===== config.mk =====
export PLATFORM = sky130hd
export DESIGN_NAME = axi4_lite_mm_bram_ctrl
export DESIGN_NICKNAME = d
export VERILOG_FILES = /design/src/rtl/axi4_lite_mm_bram_ctrl.sv
export SDC_FILE = /design/constraint.sdc
export NUM_CORES = 1
export LEC_CHECK = 0
export CORE_AREA = 5 5 137 139
export CTS_BUF_LIST = sky130_fd_sc_hd__clkbuf_8
export CTS_CLUSTER_DIAMETER = 100
export DETAILED_ROUTE_END_ITERATION = 10
export DIE_AREA = 0 0 142 144
export MAX_ROUTING_LAYER = met4
export PLACE_DENSITY = 0.61
export SLEW_MARGIN = 20
export SYNTH_ARGS = -nofsm -noshare
export SYNTH_HDL_FRONTEND = slang
export SYNTH_SLANG_ARGS = --single-unit

===== constraint.sdc =====
create_clock -name ACLK -period 1.3 [get_ports ACLK]
set_input_delay 0.13 -clock ACLK [delete_from_list [all_inputs] [get_ports ACLK]]
set_output_delay 0.13 -clock ACLK [all_outputs]
set_load 0.02 [all_outputs]

===== src/rtl/axi4_lite_mm_bram_ctrl.sv =====
// axi4_lite_mm_bram_ctrl
//   Lets NUM_M AXI4-Lite masters (e.g. I-cache and D-cache) share one
//   single-port blk_mem_gen BRAM with one-cycle read latency. Requests are
//   arbitrated round-robin, and only one transaction is in flight at a time.
//   If the winning master has both a write and a read pending, the write is
//   served first.
//
// Ports
//   ACLK, ARESET              clock, asynchronous active-high reset
//   M_AR_* / M_R_*            per-master read address / read data channels
//   M_AW_* / M_W_* / M_B_*    per-master write address / data / response
//                             (master i uses slice i of every packed port;
//                              M_R_DATA, M_R_RESP and M_B_RESP are shared)
//   SLAVE_WE/ADDR/DIN/DOUT    BRAM port (word address, byte write enables)
//
// Optional feature
//   AXI_DECERR_EN  when defined, an address with any bit set above the BRAM
//                  word range returns DECERR (2'b11). Such writes are dropped,
//                  and such reads return zero data. When it is undefined,
//                  addresses wrap modulo BRAM_DEPTH.
module axi4_lite_mm_bram_ctrl #(
    parameter int DATA_W      = 32,
    parameter int ADDR_W      = 32,
    parameter int BRAM_DEPTH  = 1024,
    parameter int BRAM_ADDR_W = $clog2(BRAM_DEPTH),
    parameter int NUM_M       = 2
) (
    input  logic                      ACLK,
    input  logic                      ARESET,
    input  logic [NUM_M-1:0]          M_AR_VALID,
    output logic [NUM_M-1:0]          M_AR_READY,
    input  logic [NUM_M*ADDR_W-1:0]   M_AR_ADDR,
    output logic [NUM_M-1:0]          M_R_VALID,
    input  logic [NUM_M-1:0]          M_R_READY,
    output logic [DATA_W-1:0]         M_R_DATA,
    output logic [1:0]                M_R_RESP,
    input  logic [NUM_M-1:0]          M_AW_VALID,
    output logic [NUM_M-1:0]          M_AW_READY,
    input  logic [NUM_M*ADDR_W-1:0]   M_AW_ADDR,
    input  logic [NUM_M-1:0]          M_W_VALID,
    output logic [NUM_M-1:0]          M_W_READY,
    input  logic [NUM_M*DATA_W-1:0]   M_W_DATA,
    input  logic [NUM_M*DATA_W/8-1:0] M_W_STRB,
    output logic [NUM_M-1:0]          M_B_VALID,
    input  logic [NUM_M-1:0]          M_B_READY,
    output logic [1:0]                M_B_RESP,
    output logic [DATA_W/8-1:0]       SLAVE_WE,
    output logic [ADDR_W-1:0]         SLAVE_ADDR,
    output logic [DATA_W-1:0]         SLAVE_DIN,
    input  logic [DATA_W-1:0]         SLAVE_DOUT
);
    localparam int IDX_W  = (NUM_M > 1) ? $clog2(NUM_M) : 1;
    localparam int STRB_W = DATA_W / 8;

    localparam logic [1:0] IDLE    = 2'd0;
    localparam logic [1:0] RD_WAIT = 2'd1;
    localparam logic [1:0] RD_RESP = 2'd2;
    localparam logic [1:0] WR_RESP = 2'd3;

    logic [1:0]        state;
    logic [IDX_W-1:0]  rr;
    logic [IDX_W-1:0]  gnt;
    logic              rd_err_q;

    logic [NUM_M-1:0]  wr_req;
    logic [NUM_M-1:0]  rd_req;
    logic              found;
    logic [IDX_W-1:0]  win;
    logic [IDX_W-1:0]  cand;
    logic [IDX_W-1:0]  win_next;
    logic              win_is_wr;
    logic              grant;
    logic [ADDR_W-1:0] aw_addr_sel;
    logic [ADDR_W-1:0] ar_addr_sel;
    logic [ADDR_W-1:0] addr_sel;
    logic [DATA_W-1:0] w_data_sel;
    logic [STRB_W-1:0] w_strb_sel;
    logic              addr_err;
    logic              unused_addr_bits;

    // A write needs AW and W together; both are accepted in the same cycle.
    assign wr_req = M_AW_VALID & M_W_VALID;
    assign rd_req = M_AR_VALID;

    // Round-robin search starting at rr. The first requester found wins.
    always_comb begin
        found = 1'b0;
        win   = '0;
        cand  = '0;
        for (int unsigned k = 0; k < NUM_M; k++) begin
            cand = IDX_W'((32'(rr) + k) % 32'(NUM_M));
            if (!found && (wr_req[cand] || rd_req[cand])) begin
                found = 1'b1;
                win   = cand;
            end
        end
    end

    assign win_next    = (win == IDX_W'(NUM_M - 1)) ? '0 : win + IDX_W'(1);
    assign win_is_wr   = wr_req[win];
    assign grant       = (state == IDLE) && found && !ARESET;
    assign aw_addr_sel = M_AW_ADDR[win*ADDR_W +: ADDR_W];
    assign ar_addr_sel = M_AR_ADDR[win*ADDR_W +: ADDR_W];
    assign addr_sel    = win_is_wr ? aw_addr_sel : ar_addr_sel;
    assign w_data_sel  = M_W_DATA[win*DATA_W +: DATA_W];
    assign w_strb_sel  = M_W_STRB[win*STRB_W +: STRB_W];

`ifdef AXI_DECERR_EN
    assign addr_err = |addr_sel[ADDR_W-1:BRAM_ADDR_W+2];
`else
    assign addr_err = 1'b0;
`endif

    // Byte-lane bits, and the upper bits when addresses simply wrap.
    assign unused_addr_bits = ^{addr_sel[1:0], addr_sel[ADDR_W-1:BRAM_ADDR_W+2]};

    // The address phase is combinational in the grant cycle. This lets the
    // BRAM latch a write at the grant edge and start a read in that same cycle.
    always_comb begin
        M_AR_READY = '0;
        M_AW_READY = '0;
        M_W_READY  = '0;
        SLAVE_WE   = '0;
        SLAVE_ADDR = '0;
        SLAVE_DIN  = '0;
        M_R_VALID  = '0;
        M_B_VALID  = '0;
        if (grant) begin
            SLAVE_ADDR = ADDR_W'(addr_sel[BRAM_ADDR_W+1:2]);
            if (win_is_wr) begin
                M_AW_READY[win] = 1'b1;
                M_W_READY[win]  = 1'b1;
                SLAVE_DIN       = w_data_sel;
                SLAVE_WE        = addr_err ? '0 : w_strb_sel;
            end else begin
                M_AR_READY[win] = 1'b1;
            end
        end
        if (state == RD_RESP) M_R_VALID[gnt] = 1'b1;
        if (state == WR_RESP) M_B_VALID[gnt] = 1'b1;
    end

    always_ff @(posedge ACLK or posedge ARESET) begin
        if (ARESET) begin
            state    <= IDLE;
            rr       <= '0;
            gnt      <= '0;
            rd_err_q <= 1'b0;
            M_R_DATA <= '0;
            M_R_RESP <= 2'b00;
            M_B_RESP <= 2'b00;
        end else begin
            case (state)
                IDLE: begin
                    if (found) begin
                        gnt <= win;
                        rr  <= win_next;
                        if (win_is_wr) begin
                            M_B_RESP <= addr_err ? 2'b11 : 2'b00;
                            state    <= WR_RESP;
                        end else begin
                            rd_err_q <= addr_err;
                            state    <= RD_WAIT;
                        end
                    end
                end
                RD_WAIT: begin
                    M_R_DATA <= rd_err_q ? '0 : SLAVE_DOUT;
                    M_R_RESP <= rd_err_q ? 2'b11 : 2'b00;
                    state    <= RD_RESP;
                end
                RD_RESP: if (M_R_READY[gnt]) state <= IDLE;
                WR_RESP: if (M_B_READY[gnt]) state <= IDLE;
                default: state <= IDLE;
            endcase
        end
    end
endmodule


* After elaboration in Yosys (flattened, before gate mapping)
Index checks and enable logic that the tools add are counted.
** Storage, ports and cells
- Flip-flop bits (word level) :: 36
- Output and inout bits :: 114
** Cells by class
- $add $sub $neg :: 2
- Muxes and demuxes :: 40
- Reductions and logical operators :: 12
- $lt $le $gt $ge :: 6
- Equality and inequality tests :: 6
- Shift operators :: 4
- Bitwise gates (word level) :: 1
** Operators with widths (count)
- $shiftx A64 B7 Y12 :: 2
- $mux W32 :: 2
- $shiftx A64 B7 Y32 :: 1
- $mux W1 :: 21
- $mux W2 :: 10
- $mux W12 :: 1
- $mux W10 :: 1
- $lt A1 B2 Y1 const B :: 4
- $mux W4 :: 2
- $pmux W2 S4 :: 1
- $shiftx A8 B4 Y4 :: 1
- $logic_and A1 B1 Y1 :: 5
- $eq A2 B2 Y1 const B :: 2
- $ne A2 B1 Y1 const B :: 2
- $reduce_and A3 Y1 :: 1
- $add A1 B1 Y1 const B :: 2
- $and A2 B2 Y2 :: 1
- $demux W1 S1 :: 2
- $eq A2 B1 Y1 const B :: 1
- $ge A1 B1 Y1 const B :: 2
- $logic_not A1 Y1 :: 2
- $logic_not A2 Y1 :: 1
- $logic_or A1 B1 Y1 :: 2
- $ne A2 B2 Y1 const B :: 1
- $reduce_and A2 Y1 :: 1

* Depth between registers and ports, before layout
Gate-level depths: netlist (run 1).
- Depth after elaboration :: 14
- Depth in mapped cells :: 6

* Least setup slack after synthesis (run 1)
Ideal clock, no wire load.
- Path kind :: reg2out
- Start :: register rr
- End :: output SLAVE_ADDR[0]
- Cell stages (with the launch flop) :: 4
- Buffers on the path :: 1
- Path slack :: -0.364 ns
- Arrival time :: 1.534 ns
- Cell sequence :: dfrtp_1 > or2_2 > clkbuf_1 > a221oi_1
** On the way
- Longest elaborated chain between the ends :: 11
- Elaborated cells between the ends (all ways) :: 25
** RTL lines
- start, declared :: line 61 : logic [IDX_W-1:0] rr;
- start signal, assigned :: line 157 : rr <= win_next;
- branches (longest 10 deep; another with $shiftx A64 B7 Y12)
- $mux W10 * :: line 128 : if (grant) begin
- end, declared :: line 48 : output logic [ADDR_W-1:0] SLAVE_ADDR,
Mark *: on every way between the ends. The select of a mux whose other input is x is not followed.

* Final worst setup path (run 1)
- Start :: register state[0]
- End :: output SLAVE_ADDR[3]
** On the way
- Longest elaborated chain between the ends :: 4
** RTL lines
- start, declared :: line 60 : logic [1:0] state;
- start signal, assigned :: line 145 : state <= IDLE;
- start signal, assigned :: line 160 : state <= WR_RESP;
- start signal, assigned :: line 163 : state <= RD_WAIT;
- $logic_not A2 Y1 :: line 101 : assign grant = (state == IDLE) && found && !ARESET;
- $logic_and A1 B1 Y1 (2 in a row) :: line 101
- $mux W10 :: line 128
No other way between the ends.

==> results.txt, run 1 <==
status -> complete, but fails checks
failing checks -> setup timing
RSZ-0062 raised after global routing -> yes
Adder-Cell Fraction of Synth Area -> 0
# IOs -> 358
CP Capture Type -> output port
CP endpoint -> SLAVE_ADDR[3]
crit path DAT -> 1860 ps
final hold violations -> 0
Placeable Area -> 0.0175 sq mm
Reg2Reg Setup Slack -> -310 ps
fin. max-slew vios -> 0
First-pass DRT Iterations -> 4
post-cts hold buffer count -> 0
simple-gate share of the synthesized area -> 0.0808
power density over the cells -> 1370 mW/mm^2
vias -> 2964
dpl cell area -> 0.00573 sq mm
post-synth top area share -> 0.366
Detailed Route WL -> 13100 microns
register area share after synthesis -> 0.366
die width -> 142 microns
pin count of the biggest net entering global routing -> 37
asr flop ratio synth -> 1.00
pre-CTS WS -> -1030 ps
P_leak -> 2.80 nW
initial antenna violation count -> 1
clock group share of total power -> 0.100
Layout Nets -> 755
vias in the first global route -> 3261
WHS -> 270 ps
Sw Ratio -> 0.393
vias per std cell -> 4.00
worst-path maximum fanout -> 10
Initial Util -> 0.141
setup slack after layout -> -693 ps
Tot Pwr -> 0.00886 W
Synth Instances -> 229
post-synthesis mux area share -> 0.201
worst reg2reg path startpoint -> state[0]
CP startpoint kind -> flip-flop
Final ANT Viol Nets -> 0
most frequent cells in the layout -> clkdlybuf4s50_1, buf_6, dfrtp_1
layout cells sized above 1 -> 0.417
Sw Pwr -> 0.00348 W
WL/cell -> 17.7 microns
area delta synth->final -> 162%
number of synthesized register bits -> 36
HPWL after DPL -> 9950 microns
total track usage -> 0.119
complex-gate fraction of the synthesized area -> 0.214
Cell Rows -> 49
Root Buffer -> clkbuf_8
Remaining DRCs -> 0
Max Cap Viol -> 0
Yosys top cell by area -> dfrtp_1
internal power -> 0.00538 W
Peak Freq -> 0.502 GHz
Final GP Congestion -> 0.960
most common library cell in the layout ignoring fill and taps -> clkdlybuf4s50_1
yosys warns -> 0
EDFF count, synth -> 0
CTS H-tree depth -> 2
largest family of logic cells by synthesized area -> compound AO/OA/AOI/OAI gates
worst r2r path cells -> 6
Area contributors post-synth -> dfrtp_1, mux2_2, a22o_1
DRT iter0 DRCs -> 46
required time worst endpoint -> 1170 ps
count of final setup violators -> 89
Die Y -> 144 microns
VDD IR max -> 1260 uV
xor-xnor portion of the synthesized cell area -> 0
Avg Inst Size Synth -> 10.8 sq um
clock transition at the registers of the reported paths -> 80 ps
Comb power frac -> 0.668
first-pass GRT wire length -> 18500 microns
Longest Clk Path Bufs -> 2
clk sinks -> 36
crit path time final -> 1990 ps
I/O Buffers -> 243
reg-to-reg critical path endpoint -> M_R_DATA[6]
clk_skew -> 6.09 ps
Finished Cell Area -> 0.00646 sq mm
crit share post-route -> 1.53
synthesized cell area -> 0.00246 sq mm
worst min path class -> primary input to asynchronous set/reset pin
Cell variety after synth -> 31
CTS buffer count -> 5
die area -> 0.0204 sq mm
Seq pwr share -> 0.232
CP Launch Point -> state[0]
clock latency on the worst-skew pair -> 290 ps
CTS tree -> yes
grt total ovfl -> 0
most used flip-flop cell after synthesis -> dfrtp_1
critical path class -> flip-flop to output port
-- metal layers --
layer | GRT usage | up-vias | wire (microns)
met5 | - | - | 0
met4 | 0.0348 | 0 | 261
met3 | 0.0341 | 12 | 1230
met2 | 0.208 | 167 | 6690
met1 | 0.132 | 1408 | 4910
li1 | - | 1377 | -
-- layout make-up --
cell class,count,area (sq um)
fillers,1705,11100
repair buffers,296,3300
multi-input cells,169,1860
flip-flops and latches,36,903
well taps,229,287
clock buffers,7,96.3
inverters,3,11.3
diodes,1,2.50
-- worst min-delay path by stage --
stage                  startpoint      endpoint  slack, ps
finish                     ARESET           gnt        270
global route               ARESET            rr        300
CTS                        ARESET           gnt        270
detailed placement   M_R_DATA[19]  M_R_DATA[19]        500
global placement     M_R_DATA[12]  M_R_DATA[12]        490
floorplan           SLAVE_DOUT[1]   M_R_DATA[1]        280
-- registers in the layout (all words and copies together), names as in the netlist --
name and cells:
M_R_DATA 32, rr 1, state 2, gnt 1
-- repair_timing --
| action | 4_1_cts | 5_1_grt |
|---|---|---|
| cloned | 6 | 5 |
| setup endpoints to repair | 121 | 92 |
| setup buffers | 10 | 6 |
| pin swaps | 6 | 6 |
| resized for setup | 386 | 16 |
-- synthesized netlist by cell type (3+ instances only) --
cell type  number
buf_4          34
nand2_1         9
dfrtp_1        36
buf_6           3
a22o_1         36
buf_2           4
o21ai_0        11
mux2_1          3
mux2i_1        10
a221oi_1       10
nor2_1          5
nand3b_1       10
a21oi_1         3
mux2_2         30
inv_1           3
clkbuf_1        5
-- per-stage QoR --
stage	cells	TNS, ps	util
floorplan	254	-9420	-
global placement	707	-55390	0.327
detailed placement	707	-55170	0.327
CTS	729	-39960	0.354
global route	741	-46930	0.369
finish	741	-40310	0.369
-- power by group through the flow --
stage | clock network, W | logic [W] | registers (W)
global placement | 0 | 0.00530 | 0.00205
detailed placement | 0 | 0.00536 | 0.00206
finish | 0.000887 | 0.00592 | 0.00206
CTS | 0.000931 | 0.00564 | 0.00206
global route | 0.000964 | 0.00624 | 0.00215
floorplan | 0 | 0.00224 | 0.00266
-- critical path, cell delays in order (launching register included) --
cell and delay (ps):
dfrtp_1 410, nor3_4 300, buf_4 180, nand2_4 50, buf_12 160, buf_6 120
a221oi_4 190, buf_6 160
-- kinds of logic (layout without fill, tap and decap cells) --
| group | after synthesis | in the layout |
|---|---|---|
| AO/OA/AOI/OAI | 67 | 67 |
| buffers and inverters | 49 | 306 |
| AND/OR/NAND/NOR | 32 | 32 |
| multiplexers | 44 | 44 |
| other | 1 | 27 |
| flip-flops | 36 | 36 |
No activity file was read; power rests on OpenSTA's default activity.
==> run 2: changes to the inputs <==
PLACE_DENSITY = 0.54   (was 0.61)
SKIP_CTS_REPAIR_TIMING = 1   (was default)
==> run 2 against run 1 <==
Net effect: first-iteration DRC count rose by 33%; worst setup slack improved by 33 ps; fmax rose by 1.7%; clock skew fell by 0.87 ps; wire length fell by 3.4%; final area fell by 1.8%; register-to-register slack improved by 80 ps; final cell count fell by 0.40%; the flow still finishes with violations (setup timing); utilization fell by 0.65 points.
==> results.txt, run 2 (synthesis results as in run 1) <==
failing checks -> setup timing (unchanged)
max reg flops -> 32 (unchanged)
Max Cap Viol -> 0 (unchanged)
setup slack after layout -> -660 ps (was -693 ps)
worst r2r path cells -> 6 (unchanged)
P_leak -> 2.99 nW (was 2.80 nW)
WHS -> 282 ps (was 270 ps)
Root Buffer -> clkbuf_8 (unchanged)
I/O Buffers -> 243 (unchanged)
dpl cell area -> 0.00574 sq mm (was 0.00573 sq mm)
required time worst endpoint -> 1170 ps (about the same)
WL/cell -> 17.1 microns (was 17.7 microns)
Final ANT Viol Nets -> 0 (unchanged)
largest registers -> M_R_DATA: 32 flops, state: 2 flops (unchanged)
final setup TNS -> -37450 ps (was -40310 ps)
# IOs -> 358 (unchanged)
count of final setup violators -> 89 (unchanged)
pin count of the biggest net entering global routing -> 37 (unchanged)
post-layout util -> 0.362 (was 0.369)
CP endpoint -> SLAVE_DIN[1] (was SLAVE_ADDR[3])
clock transition at the registers of the reported paths -> 80 ps (about the same)
die area -> 0.0204 sq mm (unchanged)
Placeable Area -> 0.0175 sq mm (unchanged)
total track usage -> 0.111 (was 0.119)
status -> complete, but fails checks (unchanged)
vias per std cell -> 3.97 (was 4.00)
Final GP Congestion -> 0.898 (was 0.960)
vias -> 2933 (was 2964)
crit share post-route -> 1.51 (was 1.53)
clock latency on the worst-skew pair -> 290 ps (about the same)
CTS buffer count -> 5 (unchanged)
worst reg2reg path startpoint -> state[0] (unchanged)
VDD IR max -> 1040 uV (was 1260 uV)
Die Y -> 144 microns (unchanged)
CTS tree -> yes (unchanged)
CTS H-tree depth -> 2 (unchanged)
worst-path maximum fanout -> 3 (was 10)
area delta synth->final -> 158% (was 162%)
Finished Cell Area -> 0.00635 sq mm (was 0.00646 sq mm)
Reg2Reg Setup Slack -> -230 ps (was -310 ps)
crit path time final -> 1960 ps (was 1990 ps)
HPWL after DPL -> 10000 microns (was 9950 microns)
final hold violations -> 0 (unchanged)
fin. max-slew vios -> 0 (unchanged)
Peak Freq -> 0.510 GHz (was 0.502 GHz)
Cell Rows -> 49 (unchanged)
vias in the first global route -> 3120 (was 3261)
Detailed Route WL -> 12700 microns (was 13100 microns)
layout cells sized above 1 -> 0.405 (was 0.417)
Remaining DRCs -> 0 (unchanged)
critical path class -> flip-flop to output port (unchanged)
crit path DAT -> 1830 ps (was 1860 ps)
Longest Clk Path Bufs -> 2 (unchanged)
Layout Nets -> 752 (was 755)
register bank with the most flops -> M_R_DATA (unchanged)
CP Launch Point -> state[0] (unchanged)
first-pass GRT wire length -> 17300 microns (was 18500 microns)
clk_skew -> 5.22 ps (was 6.09 ps)
RSZ-0062 raised after global routing -> yes (unchanged)
reg-to-reg critical path endpoint -> M_R_DATA[31] (was M_R_DATA[6])
initial antenna violation count -> 0 (was 1)
grt total ovfl -> 0 (unchanged)
most common library cell in the layout ignoring fill and taps -> clkdlybuf4s50_1 (unchanged)
Initial Util -> 0.141 (unchanged)
worst min path class -> primary input to asynchronous set/reset pin (unchanged)
DRT iter0 DRCs -> 61 (was 46)
most frequent cells in the layout -> clkdlybuf4s50_1, buf_6, dfrtp_1, buf_4, dlymetal6s2s_1 (was clkdlybuf4s50_1, buf_6, dfrtp_1)
die width -> 142 microns (unchanged)
CP startpoint kind -> flip-flop (unchanged)
# diodes -> 0 (was 1)
power density over the cells -> 1390 mW/mm^2 (was 1370 mW/mm^2)
First-pass DRT Iterations -> 4 (unchanged)
clk sinks -> 36 (unchanged)
CP Capture Type -> output port (unchanged)
[run 2: report_power, final]
group / switching (W) / internal (W)
clock: 0.000425 / 0.000567
sequential: 0.000330 / 0.00170
combinational: 0.00262 / 0.00320
[run 2: how the worst min path moves through the flow]
| stage | start | end | slack (ps) | depth (start not counted) |
|---|---|---|---|---|
| finish | ARESET | state[1] | 280 | 3 |
| global route | ARESET | state[1] | 320 | 3 |
| CTS | ARESET | rr | 290 | 3 |
| detailed placement | M_R_DATA[3] | M_R_DATA[3] | 490 | 1 |
| global placement | M_R_DATA[7] | M_R_DATA[7] | 490 | 1 |
| floorplan | SLAVE_DOUT[1] | M_R_DATA[1] | 280 | 1 |
[run 2: routing by layer]
| layer | global-route usage | part of all wire | vias to the layer above |
|---|---|---|---|
| met5 | - | 0 | - |
| met4 | 0.0298 | 0.013 | 0 |
| met3 | 0.0387 | 0.11 | 10 |
| met2 | 0.194 | 0.52 | 162 |
| met1 | 0.120 | 0.36 | 1398 |
| li1 | - | - | 1363 |
[run 2: area by class of cell]
type                       instances  area (sq um)
clock inverter                     3          42.5
timing repair buffer             293          3210
sequential                        36           902
clock buffer                       5          68.8
fill                            1697         11200
tap                              229           287
inverter                           3          11.3
multi-input combinational        169          1830
[run 2: worst max-delay path, cell delays in order (launching register included)]
cell	delay, ps
dfrtp_1	420
nor3_4	280
o21ai_2	120
nor2_4	160
buf_6	110
buf_6	90
buf_6	90
a22o_1	140
buf_6	130
[run 2: through the flow]
step / total power, W / std cells / worst slack (ps)
6_report: 0.00884 / 738 / -660
5_1_grt: 0.00938 / 738 / -771
3_5_place_dp: 0.00741 / 710 / -1080
4_1_cts: 0.00848 / 718 / -1160
2_1_floorplan: 0.00490 / 254 / -221
3_3_place_gp: 0.00735 / 710 / -1060
==> run 3: changes to the inputs <==
TNS_END_PERCENT = 20   (was default)
==> run 3 against run 2 <==
Net effect: the flow still finishes with violations (setup timing); non-clock buffer count shrank 5; global-route usage decreased by 0.13 points; sequential power about the same; register-to-register slack improved by 120 ps; wire length increased by 4.6%; sequential cell count is the same; final cell count down 0.41%; clock skew decreased by 1.1 ps; clock power increased by 7%; worst hold slack better by 17 ps; worst setup slack got worse by 72 ps; largest cell class unchanged.
==> results.txt, run 3 (synthesis results as in run 1) <==
Detailed Route WL -> 13200 microns (was 12700 microns)
area delta synth->final -> 148% (was 158%)
count of final setup violators -> 89 (unchanged)
dpl cell area -> 0.00574 sq mm (about the same)
Longest Clk Path Bufs -> 2 (unchanged)
CP Capture Type -> output port (unchanged)
I/O Buffers -> 243 (unchanged)
CTS tree -> yes (unchanged)
delay-heaviest family, CP -> buffers and inverters (was simple AND/OR/NAND/NOR gates)
pin count of the biggest net entering global routing -> 39 (was 37)
DRT iter0 DRCs -> 90 (was 61)
Buf/Inv on CP -> 4 (unchanged)
power density over the cells -> 1390 mW/mm^2 (about the same)
register bank with the most flops -> M_R_DATA (unchanged)
P_leak -> 2.95 nW (was 2.99 nW)
largest registers -> M_R_DATA: 32 flops, state: 2 flops (unchanged)
final hold violations -> 0 (unchanged)
WL/cell -> 18.0 microns (was 17.1 microns)
worst min path class -> primary input to asynchronous set/reset pin (unchanged)
Cell Rows -> 49 (unchanged)
Peak Freq -> 0.492 GHz (was 0.510 GHz)
Root Buffer -> clkbuf_8 (unchanged)
crit path DAT -> 1900 ps (was 1830 ps)
failing checks -> setup timing (unchanged)
most common library cell in the layout ignoring fill and taps -> clkdlybuf4s50_1 (unchanged)
vias per std cell -> 4.00 (was 3.97)
Critical Path Max Stage Delay -> 410 ps (was 420 ps)
Die Y -> 144 microns (unchanged)
crit path time final -> 2030 ps (was 1960 ps)
die width -> 142 microns (unchanged)
clock latency on the worst-skew pair -> 280 ps (was 290 ps)
most frequent cells in the layout -> clkdlybuf4s50_1, buf_4, dfrtp_1 (was clkdlybuf4s50_1, buf_6, dfrtp_1, buf_4, dlymetal6s2s_1)
clock transition at the registers of the reported paths -> 70 ps (was 80 ps)
status -> complete, but fails checks (unchanged)
vias in the first global route -> 3037 (was 3120)
first-pass GRT wire length -> 17200 microns (was 17300 microns)
VDD IR max -> 1070 uV (was 1040 uV)
required time worst endpoint -> 1170 ps (about the same)
Layout Nets -> 747 (was 752)
initial antenna violation count -> 2 (was 0)
clk_skew -> 4.14 ps (was 5.22 ps)
grt total ovfl -> 0 (unchanged)
max reg flops -> 32 (unchanged)
relative slew slack -> 0.621
CTS buffer count -> 5 (unchanged)
CP startpoint kind -> flip-flop (unchanged)
die area -> 0.0204 sq mm (unchanged)
# IOs -> 358 (unchanged)
Remaining DRCs -> 0 (unchanged)
critical path class -> flip-flop to output port (unchanged)
crit share post-route -> 1.56 (was 1.51)
CTS H-tree depth -> 2 (unchanged)
CP cell instances -> nor3_4 > buf_4 > o21ai_4 > nor2_4 > buf_12 > clkbuf_16 > a22o_1 > buf_4 (was nor3_4 > o21ai_2 > nor2_4 > buf_6 > buf_6 > buf_6 > a22o_1 > buf_6)
fin. max-slew vios -> 0 (unchanged)
RSZ-0062 raised after global routing -> yes (unchanged)
Placeable Area -> 0.0175 sq mm (unchanged)
Max Cap Viol -> 0 (unchanged)
worst-path maximum fanout -> 7 (was 3)
WHS -> 299 ps (was 282 ps)
Finished Cell Area -> 0.00612 sq mm (was 0.00635 sq mm)
setup slack after layout -> -731 ps (was -660 ps)
clk sinks -> 36 (unchanged)
Final GP Congestion -> 0.894 (was 0.898)
Final ANT Viol Nets -> 0 (unchanged)
layout cells sized above 1 -> 0.381 (was 0.405)
CP max-delay cell -> dfrtp_1 (unchanged)
total track usage -> 0.109 (was 0.111)
First-pass DRT Iterations -> 4 (unchanged)
Initial Util -> 0.141 (unchanged)
vias -> 2939 (was 2933)
Worst Max-Slew Pin Slew -> 563 ps
most frequent CP cell -> buf_4 (was buf_6)
HPWL after DPL -> 10300 microns (was 10000 microns)
## run 3: cell types whose count changed in the layout (fill, tap and decap cells not counted), moves of 5 or more
cell / change
buf_4: +5
mux2_4: -5
clkbuf_2: +7
buf_2: +16
buf_6: -31
## run 3: final timing paths
kind | start | endpoint | slack, ps | cells past startpoint
worst max-delay path | state[0] | SLAVE_DIN[4] | -730 | 8
worst min-delay path | ARESET | state[1] | 300 | 3
worst max register to register | state[0] | M_R_DATA[2] | -110 | 4
worst min register to register | M_R_DATA[1] | M_R_DATA[1] | 500 | 1
max in group asynchronous | ARESET | state[1] | 820 | 3
min in group ACLK | SLAVE_DOUT[18] | M_R_DATA[18] | 460 | 2
## run 3: worst register-to-register path: cells and delay by family (launching register included)
| family | cells | cell delay [ps] |
|---|---|---|
| multiplexers | 1 | 360 |
| flip-flops | 1 | 390 |
| buffers and inverters | 2 | 360 |
| AND/OR/NAND/NOR | 1 | 190 |
## run 3: layer usage
metal	track usage	wire length [microns]	vias up
met1	0.118	4880	1399
met5	-	0	-
met4	0.0258	199	0
li1	-	-	1359
met3	0.0311	1190	14
met2	0.200	6980	167
## run 3: where the power goes
group / internal (W) / total (W) / switching, W / leakage [nW]
clock network: 0.000677 / 0.00106 / 0.000384 / 0.0645
logic: 0.00287 / 0.00540 / 0.00254 / 2.46
registers: 0.00170 / 0.00201 / 0.000309 / 0.424
## run 3: cell type report
cell class	instances	area, sq um
repair buffers	288	2980
diodes	2	5.00
clock buffers	7	96.3
fillers	1763	11400
inverters	3	11.3
flip-flops and latches	36	902
clock inverters	1	30.0
well taps	229	287
multi-input cells	169	1800
## run 3: through the flow
stage               utilization  power (W)  setup TNS, ps  setup slack [ps]  std cells
floorplan                     -    0.00479         -11220              -221        254
global placement          0.327    0.00736         -62390             -1130        710
CTS                       0.334    0.00857         -71660             -1280        718
finish                    0.349    0.00848         -37270              -731        735
detailed placement        0.327    0.00744         -62550             -1150        710
global route              0.349    0.00899         -45260              -842        735
